===== config.mk =====
export PLATFORM = sky130hd
export DESIGN_NAME = multicycle_control_fsm
export DESIGN_NICKNAME = d
export VERILOG_FILES = /design/src/rtl/multicycle_control_fsm.sv
export SDC_FILE = /design/constraint.sdc
export NUM_CORES = 1
export LEC_CHECK = 0
export BUFFER_PORTS_ARGS = -buffer_cell sky130_fd_sc_hd__buf_2
export CAP_MARGIN = 0
export CORE_AREA = 4 4 41 43
export CTS_BUF_LIST = sky130_fd_sc_hd__clkbuf_4
export CTS_CLUSTER_DIAMETER = 120
export DETAILED_ROUTE_END_ITERATION = 12
export DIE_AREA = 0 0 45 47
export HOLD_SLACK_MARGIN = 0.05
export PLACE_DENSITY = 0.75
export SYNTH_ARGS = -nofsm -noshare
export SYNTH_HDL_FRONTEND = slang
export SYNTH_SLANG_ARGS = --single-unit

===== constraint.sdc =====
create_clock -name clk -period 3.33 [get_ports clk]
set_clock_uncertainty 0.15 [all_clocks]
set_input_delay 0 -clock clk [delete_from_list [all_inputs] [get_ports clk]]
set_output_delay 0 -clock clk [all_outputs]
set_load 0.01 [all_outputs]

===== src/rtl/multicycle_control_fsm.sv =====
// Multi-cycle RV32I main controller: sequences fetch/decode/execute/memory/writeback
// and drives datapath selects and strobes; unsupported opcodes park in a sticky trap.
module multicycle_control_fsm #(
  parameter int OPCODE_W      = 7,
  parameter int SUPPORT_IALU  = 1,
  parameter int SUPPORT_JAL   = 1,
  parameter int MEM_HANDSHAKE = 1
) (
  input  logic                clk,
  input  logic                rst,
  input  logic [OPCODE_W-1:0] opcode,
  input  logic                zero,
  input  logic                mem_ready,
  output logic                pc_write,
  output logic                adr_src,
  output logic                mem_read,
  output logic                mem_write,
  output logic                ir_write,
  output logic                reg_write,
  output logic [1:0]          result_src,
  output logic [1:0]          alu_src_a,
  output logic [1:0]          alu_src_b,
  output logic [1:0]          alu_op,
  output logic                illegal,
  output logic [3:0]          state
);

  localparam logic [3:0] S_FETCH  = 4'd0;
  localparam logic [3:0] S_DECODE = 4'd1;
  localparam logic [3:0] S_MEMADR = 4'd2;
  localparam logic [3:0] S_MEMRD  = 4'd3;
  localparam logic [3:0] S_MEMWB  = 4'd4;
  localparam logic [3:0] S_MEMWR  = 4'd5;
  localparam logic [3:0] S_EXECR  = 4'd6;
  localparam logic [3:0] S_EXECI  = 4'd7;
  localparam logic [3:0] S_ALUWB  = 4'd8;
  localparam logic [3:0] S_JAL    = 4'd9;
  localparam logic [3:0] S_BEQ    = 4'd10;
  localparam logic [3:0] S_TRAP   = 4'd11;

  localparam logic [OPCODE_W-1:0] OP_LOAD  = OPCODE_W'(7'b0000011);
  localparam logic [OPCODE_W-1:0] OP_STORE = OPCODE_W'(7'b0100011);
  localparam logic [OPCODE_W-1:0] OP_RTYPE = OPCODE_W'(7'b0110011);
  localparam logic [OPCODE_W-1:0] OP_IALU  = OPCODE_W'(7'b0010011);
  localparam logic [OPCODE_W-1:0] OP_JAL   = OPCODE_W'(7'b1101111);
  localparam logic [OPCODE_W-1:0] OP_BEQ   = OPCODE_W'(7'b1100011);

  logic [3:0] state_q;
  logic [3:0] state_d;
  logic       mem_ok;
  logic       pc_update;
  logic       branch;

  assign mem_ok = (MEM_HANDSHAKE != 0) ? mem_ready : 1'b1;
  assign state  = state_q;

  always_ff @(posedge clk) begin
    if (rst) state_q <= S_FETCH;
    else     state_q <= state_d;
  end

  always_comb begin
    state_d = S_FETCH;
    case (state_q)
      S_FETCH:  state_d = mem_ok ? S_DECODE : S_FETCH;
      S_DECODE: begin
        if (opcode == OP_LOAD || opcode == OP_STORE) state_d = S_MEMADR;
        else if (opcode == OP_RTYPE)                 state_d = S_EXECR;
        else if (opcode == OP_IALU)                  state_d = (SUPPORT_IALU != 0) ? S_EXECI : S_TRAP;
        else if (opcode == OP_JAL)                   state_d = (SUPPORT_JAL != 0) ? S_JAL : S_TRAP;
        else if (opcode == OP_BEQ)                   state_d = S_BEQ;
        else                                         state_d = S_TRAP;
      end
      S_MEMADR: state_d = (opcode == OP_STORE) ? S_MEMWR : S_MEMRD;
      S_MEMRD:  state_d = mem_ok ? S_MEMWB : S_MEMRD;
      S_MEMWB:  state_d = S_FETCH;
      S_MEMWR:  state_d = mem_ok ? S_FETCH : S_MEMWR;
      S_EXECR:  state_d = S_ALUWB;
      S_EXECI:  state_d = S_ALUWB;
      S_ALUWB:  state_d = S_FETCH;
      S_JAL:    state_d = S_ALUWB;
      S_BEQ:    state_d = S_FETCH;
      S_TRAP:   state_d = S_TRAP;
      default:  state_d = S_FETCH;
    endcase
  end

  always_comb begin
    pc_update  = 1'b0;
    branch     = 1'b0;
    adr_src    = 1'b0;
    mem_read   = 1'b0;
    mem_write  = 1'b0;
    ir_write   = 1'b0;
    reg_write  = 1'b0;
    result_src = 2'b00;
    alu_src_a  = 2'b00;
    alu_src_b  = 2'b00;
    alu_op     = 2'b00;
    illegal    = 1'b0;
    case (state_q)
      S_FETCH: begin
        mem_read   = 1'b1;
        alu_src_b  = 2'b10;
        result_src = 2'b10;
        ir_write   = mem_ok;
        pc_update  = mem_ok;
      end
      S_DECODE: begin
        alu_src_a = 2'b01;
        alu_src_b = 2'b01;
      end
      S_MEMADR: begin
        alu_src_a = 2'b10;
        alu_src_b = 2'b01;
      end
      S_MEMRD: begin
        adr_src  = 1'b1;
        mem_read = 1'b1;
      end
      S_MEMWB: begin
        result_src = 2'b01;
        reg_write  = 1'b1;
      end
      S_MEMWR: begin
        adr_src   = 1'b1;
        mem_write = 1'b1;
      end
      S_EXECR: begin
        alu_src_a = 2'b10;
        alu_op    = 2'b10;
      end
      S_EXECI: begin
        alu_src_a = 2'b10;
        alu_src_b = 2'b01;
        alu_op    = 2'b10;
      end
      S_ALUWB:  reg_write = 1'b1;
      S_JAL: begin
        alu_src_a = 2'b01;
        alu_src_b = 2'b10;
        pc_update = 1'b1;
      end
      S_BEQ: begin
        alu_src_a = 2'b10;
        alu_op    = 2'b01;
        branch    = 1'b1;
      end
      S_TRAP:   illegal = 1'b1;
      default:  ;
    endcase
    pc_write = pc_update | (branch & zero);
    // Architectural side effects are suppressed for the whole reset cycle.
    if (rst) begin
      pc_write  = 1'b0;
      ir_write  = 1'b0;
      reg_write = 1'b0;
      mem_read  = 1'b0;
      mem_write = 1'b0;
    end
  end

endmodule


=== Word-level counts from Yosys, hierarchy flattened ===
Cells that the tools add are included.

* Logic and storage cells: 58
* Register bits after elaboration: 4

* Bitwise logic cells: 2
* Multiplexer cells: 27
* Equal/unequal tests: 17
* Reduce and logical (&&, ||, !) cells: 11

{| class="wikitable"
|+ Operators with widths
! operator !! number
|-
| case mux 4 bit (7 select lines) || 1
|-
| equality test 4 x 3 -> 1 bit, second input constant || 4
|-
| equality test 4 bit, second input constant || 4
|-
| case mux 2 bit (2 select lines) || 4
|-
| equality test 7 x 6 -> 1 bit, second input constant || 2
|-
| equality test 7 bit, second input constant || 2
|-
| 2-to-1 mux 1 bit || 14
|-
| 2-to-1 mux 4 bit || 3
|-
| OR reduction 2 bit || 6
|-
| 2-to-1 mux 3 bit || 3
|-
| equality test 4 x 2 -> 1 bit, second input constant || 2
|-
| equality test 7 x 2 -> 1 bit, second input constant || 1
|-
| equality test 7 x 5 -> 1 bit, second input constant || 1
|-
| OR reduction 3 bit || 2
|-
| equality test 4 x 1 -> 1 bit, second input constant || 1
|-
| logical NOT 4 bit || 1
|-
| OR reduction 4 bit || 1
|-
| 2-to-1 mux 2 bit || 1
|-
| case mux 1 bit (2 select lines) || 1
|-
| bitwise AND 1 bit || 1
|-
| logical OR 1 bit || 1
|-
| OR 1 bit || 1
|}

=== Longest topological paths before layout ===
* Depth in word-level cells: 7
* Mapped depth: 5
* Gate-level depth less buffers: 4

=== Worst setup path after synthesis ===
No wires, ideal clock.

* Path kind: reg-to-reg
* Start: register state_q[2] (netlist: state[2])
* End: register state_q[0] (netlist: state[0])
* Period minus slack after synthesis: 1507 ps
* Slack: 1823 ps
* Cell stages (with the launch flop): 4
* Arrival: 1235 ps
* Path buffers: 0
* Library setup time: 122 ps
* Cells stage by stage: dfxtp_1 or4_2 o21ai_0 a21oi_1

* Word-level cells in the longest chain between the ends: 3
* Elaborated cells on any way between the ends: 11

{| class="wikitable"
|+ Ends and longest elaborated chain
! what !! RTL line !! text
|-
| start, declared || 48 || <nowiki>logic [3:0] state_q;</nowiki>
|-
| start signal, assigned || 59 || <nowiki>else state_q <= state_d;</nowiki>
|-
| equality test 4 bit / equality test 4 x 3 -> 1 bit (equally long branches) || 64 || <nowiki>case (state_q)</nowiki>
|-
| OR reduction 3 bit (no source line) || n/a ||
|-
| case mux 4 bit (7 select lines) (*) || 64 ||
|}

Every way passes the cells marked *; elsewhere a longest branch is shown, timed or not.
A chain may end at the register's enable or synchronous reset.

=== Worst setup path after layout ===
Ends and elaborated chain as after synthesis.

==> reports/summary.txt <==
=====================================================================================================
First-pass GRT wire length ............................................................. 2440 microns
Synthesized instance count .............................................................           72
Number of warnings printed during yosys synthesis ......................................            0
Most instantiated flip-flop cell in the synthesis netlist .............................. sky130_fd_sc_hd__dfxtp_1
Vert. Die Dim ..........................................................................   47 microns
Ranking of synthesized cells by area ................................................... sky130_fd_sc_hd__dfxtp_1 (16%), sky130_fd_sc_hd__nor3_1 (8.9%), sky130_fd_sc_hd__buf_6 (6.7%), sky130_fd_sc_hd__nand2b_1 (6.2%), sky130_fd_sc_hd__a21oi_1 (6.0%)
Number of flip-flops under the largest register name ...................................            4
Layout cell share with drive strength beyond 1 .........................................        34.6%
Rel. slew slack ........................................................................        64.8%
Setup repair after global routing missed its margin ....................................           no
DIE AREA ............................................................................... 0.00212 sq mm
CTS clk-pin slew, worst paths ..........................................................      0.04 ns
Class of the tightest hold or removal check ............................................    in -> reg
Setup fix buffers added after clock tree synthesis .....................................            0
Final critical-path setup slack ........................................................     0.545 ns
GR Util All Layers .....................................................................        15.9%
Cell with the largest stage delay on the worst path .................................... sky130_fd_sc_hd__or4_2
Layout Area Growth over Synthesis ......................................................        43.2%
First-pass detailed-route iteration total ..............................................            4
Clock latency of the later-clocked register in the worst-skew pair .....................      0.24 ns
Cells after DPL ........................................................................          112
Number of rows created at floorplan ....................................................           13
# H-tree levels ........................................................................            1
Highest net fanout along the worst path ................................................           17
Post-Route Setup TNS ...................................................................         0 ns
Total CTS buffers ......................................................................            3
Synth Net Count ........................................................................           83
Share of synthesized area occupied by flip-flops and latches ...........................        15.9%
Iter 0 DRT Violations ..................................................................           10
Placement-stage worst setup slack ......................................................      1.62 ns
Layout Cells excl Fill .................................................................          122
Startpoint kind of the worst setup timing path .........................................     register
Fraction of the mapped netlist area in simple logic gates ..............................        43.2%
Width of the die .......................................................................   45 microns
Post-synth ARST share ..................................................................           0%
Synthesis-stage register bit count .....................................................            4
Required time of the critical path .....................................................      3.30 ns
Hold violation count in the final report ...............................................            0
Most common library cells after synthesis .............................................. sky130_fd_sc_hd__nor3_1 (9), sky130_fd_sc_hd__a21oi_1 (6), sky130_fd_sc_hd__nand2_1 (5), sky130_fd_sc_hd__nand2b_1 (5), sky130_fd_sc_hd__nor2_1 (5)
Element type at the critical path end ..................................................     register
Net count, final .......................................................................          120
F_max ..................................................................................      359 MHz
Final-report max-slew violation count ..................................................            0
Library cell appearing most often on the critical path ................................. sky130_fd_sc_hd__dlygate4sd3_1
Slew at the pin closest to its max-slew limit ..........................................     0.528 ns
Data arrival time of the critical path .................................................      2.76 ns
Final min period .......................................................................      2.79 ns
Overall overflow remaining after global route ..........................................            0
Clock root buffer ...................................................................... sky130_fd_sc_hd__clkbuf_4
TritonCTS clock tree ...................................................................         done
Antenna cells ..........................................................................            0
Via count of the first global-routing pass .............................................          591
Pleak ..................................................................................     0.338 nW
Post-detailed-route DRC marker count ...................................................            0
Cells along the critical path .......................................................... or4_2 -> o21ai_0 -> dlygate4sd3_1 -> a21oi_1 -> dlygate4sd3_1
Final clock period utilization by the worst path .......................................        83.6%
Area share of the leading cell type in the synthesized netlist .........................        15.9%
Largest area contributor in the synthesized netlist .................................... sky130_fd_sc_hd__dfxtp_1
IO buf count ...........................................................................           29
Critical Setup Path Class ..............................................................   reg -> reg
Wire length per cell after detailed routing ............................................ 12.1 microns
Filler cells ...........................................................................          129
Detail-routed via count per cell .......................................................         5.43
Initial core utilization ...............................................................        38.8%
Sink Count .............................................................................            4
Post-CTS resize count ..................................................................            0
CP max stage delay .....................................................................      0.71 ns
Synth Area in Compound Gates ...........................................................        25.6%
Floorplan Core Area .................................................................... 0.00130 sq mm
Avg Synthesized Cell Area ..............................................................   7.00 sq um
Count of endpoints failing setup in the final report ...................................            0
Distinct cell type count of the synthesized netlist ....................................           34
Maximum number of pins on one net before global-route repair ...........................           19
Number of enable flip-flop cells after synthesis .......................................            0
Number of max-cap violations ...........................................................            0
Pwr per Cell Area ......................................................................  748 mW/mm^2
Summed instance area of the synthesized netlist ........................................    504 sq um
Post-synthesis share of cell area spent on full adders, half adders and majority gates .        1.99%
Final weighted congestion of routability-driven global placement .......................        0.808
Antenna-violating nets left ............................................................            0
Top-Level Pins .........................................................................           30
Fraction of synthesized area in multiplexers ...........................................           0%
Via count ..............................................................................          662
Dominant combinational cell family by area after synthesis ............................. simple AND/OR/NAND/NOR gates
Clock Tree Buf Depth ...................................................................            2
Result of the run ......................................................................    completed
Worst-case vdd ir drop .................................................................     0.414 mV
Placed wire-length estimate ............................................................ 1050 microns
Final wirelength ....................................................................... 1480 microns
Area share of xor/xnor cells in the synthesized design .................................        3.47%
Number of antenna violations at the first check in global routing ......................            0
Most common cell in the netlist ........................................................ sky130_fd_sc_hd__nor3_1
=====================================================================================================
==> metal layers <==
metal / global-route usage [%] / part of all wire, % / vias to the layer above
met3: 1.53 / 7.9 / 5
met5: 0 / 0 / -
li1: - / - / 338
met2: 28.8 / 47 / 26
met4: 10.5 / 2.4 / 0
met1: 17.5 / 43 / 293
==> worst max-delay path: cells and delay by family, from the launching register on <==
| kind | cells | cell delay [ns] |
|---|---|---|
| AOI/OAI and AO/OA | 2 | 0.23 |
| DFF | 1 | 0.45 |
| buffers and inverters | 2 | 1.13 |
| and+or+nand+nor | 1 | 0.71 |
==> power by group <==
part / switching (W) / total, W / internal, W
Sequential: 0.0000614 / 0.000126 / 0.0000649
Clock: 0.0000210 / 0.0000613 / 0.0000404
Combinational: 0.000180 / 0.000352 / 0.000172
Total: 0.000263 / 0.000540 / 0.000277
==> placed cells by master (no fill, tap or decap), drive strengths merged <==
cell type and count:
nand2 5, nor2 5, nand3 2, xnor2 1, clkbuf 3, dlygate4sd3 7, and3 2, nor4 1
nand2b 5, and2b 2, or4 2, a22oi 1, a21oi 7, nand3b 1, nor3b 1, o22a 1
or3 1, a21o 1, a211o 2, nor2b 1, o21ai 2, inv 3, o32a 1, dfxtp 4
maj3 1, o211ai 1, nor3 9, a211oi 1, o22ai 1, buf 29, or2 2, xor2 1
a21boi 1
==> cells by family (layout without fill, tap and decap cells) <==
family / after synthesis / in the layout
AOI/OAI and AO/OA: 19 / 19
xor gates and xnor gates: 2 / 2
adders and majority gates: 1 / 1
buffers and inverters: 7 / 42
DFF: 4 / 4
and+or+nand+nor: 39 / 39
==> repair_timing <==
item,4_1_cts,5_1_grt
hold buffers,7,0
endpoints found under the setup margin,0,0
endpoints found under the hold margin,4,0
==> stage by stage <==
stage               hold slack, ns  utilization [%]  instance area, sq um  total power, W
floorplan                  -0.0959                -                   504        0.000361
global placement             0.167             48.4                   629        0.000452
detailed placement           0.171             48.4                   629        0.000457
CTS                         0.0666             55.5                   722        0.000542
global route                 0.114             55.5                   722        0.000600
finish                      0.0619             55.5                   722        0.000540
==> layout make-up <==
class | count | area [sq um] | area share, %
clock buffer | 3 | 22.5 | 3.12
inverter | 3 | 11.3 | 1.56
multi-input combinational | 61 | 374 | 51.8
sequential | 4 | 80.1 | 11.1
tap | 15 | 18.8 | 2.60
timing repair buffer | 36 | 215 | 29.8
==> worst paths after layout <==
| path | from | end | slack (ns) | depth (start not counted) |
|---|---|---|---|---|
| worst max-delay path | state[2] | state[0] | 0.54 | 5 |
| worst min register to register | state[3] | state[3] | 0.71 | 3 |
| worst max register to register | state[2] | state[0] | 0.54 | 5 |
| worst min-delay path | opcode[5] | state[1] | 0.06 | 4 |
(Power assumes the default switching activity.)
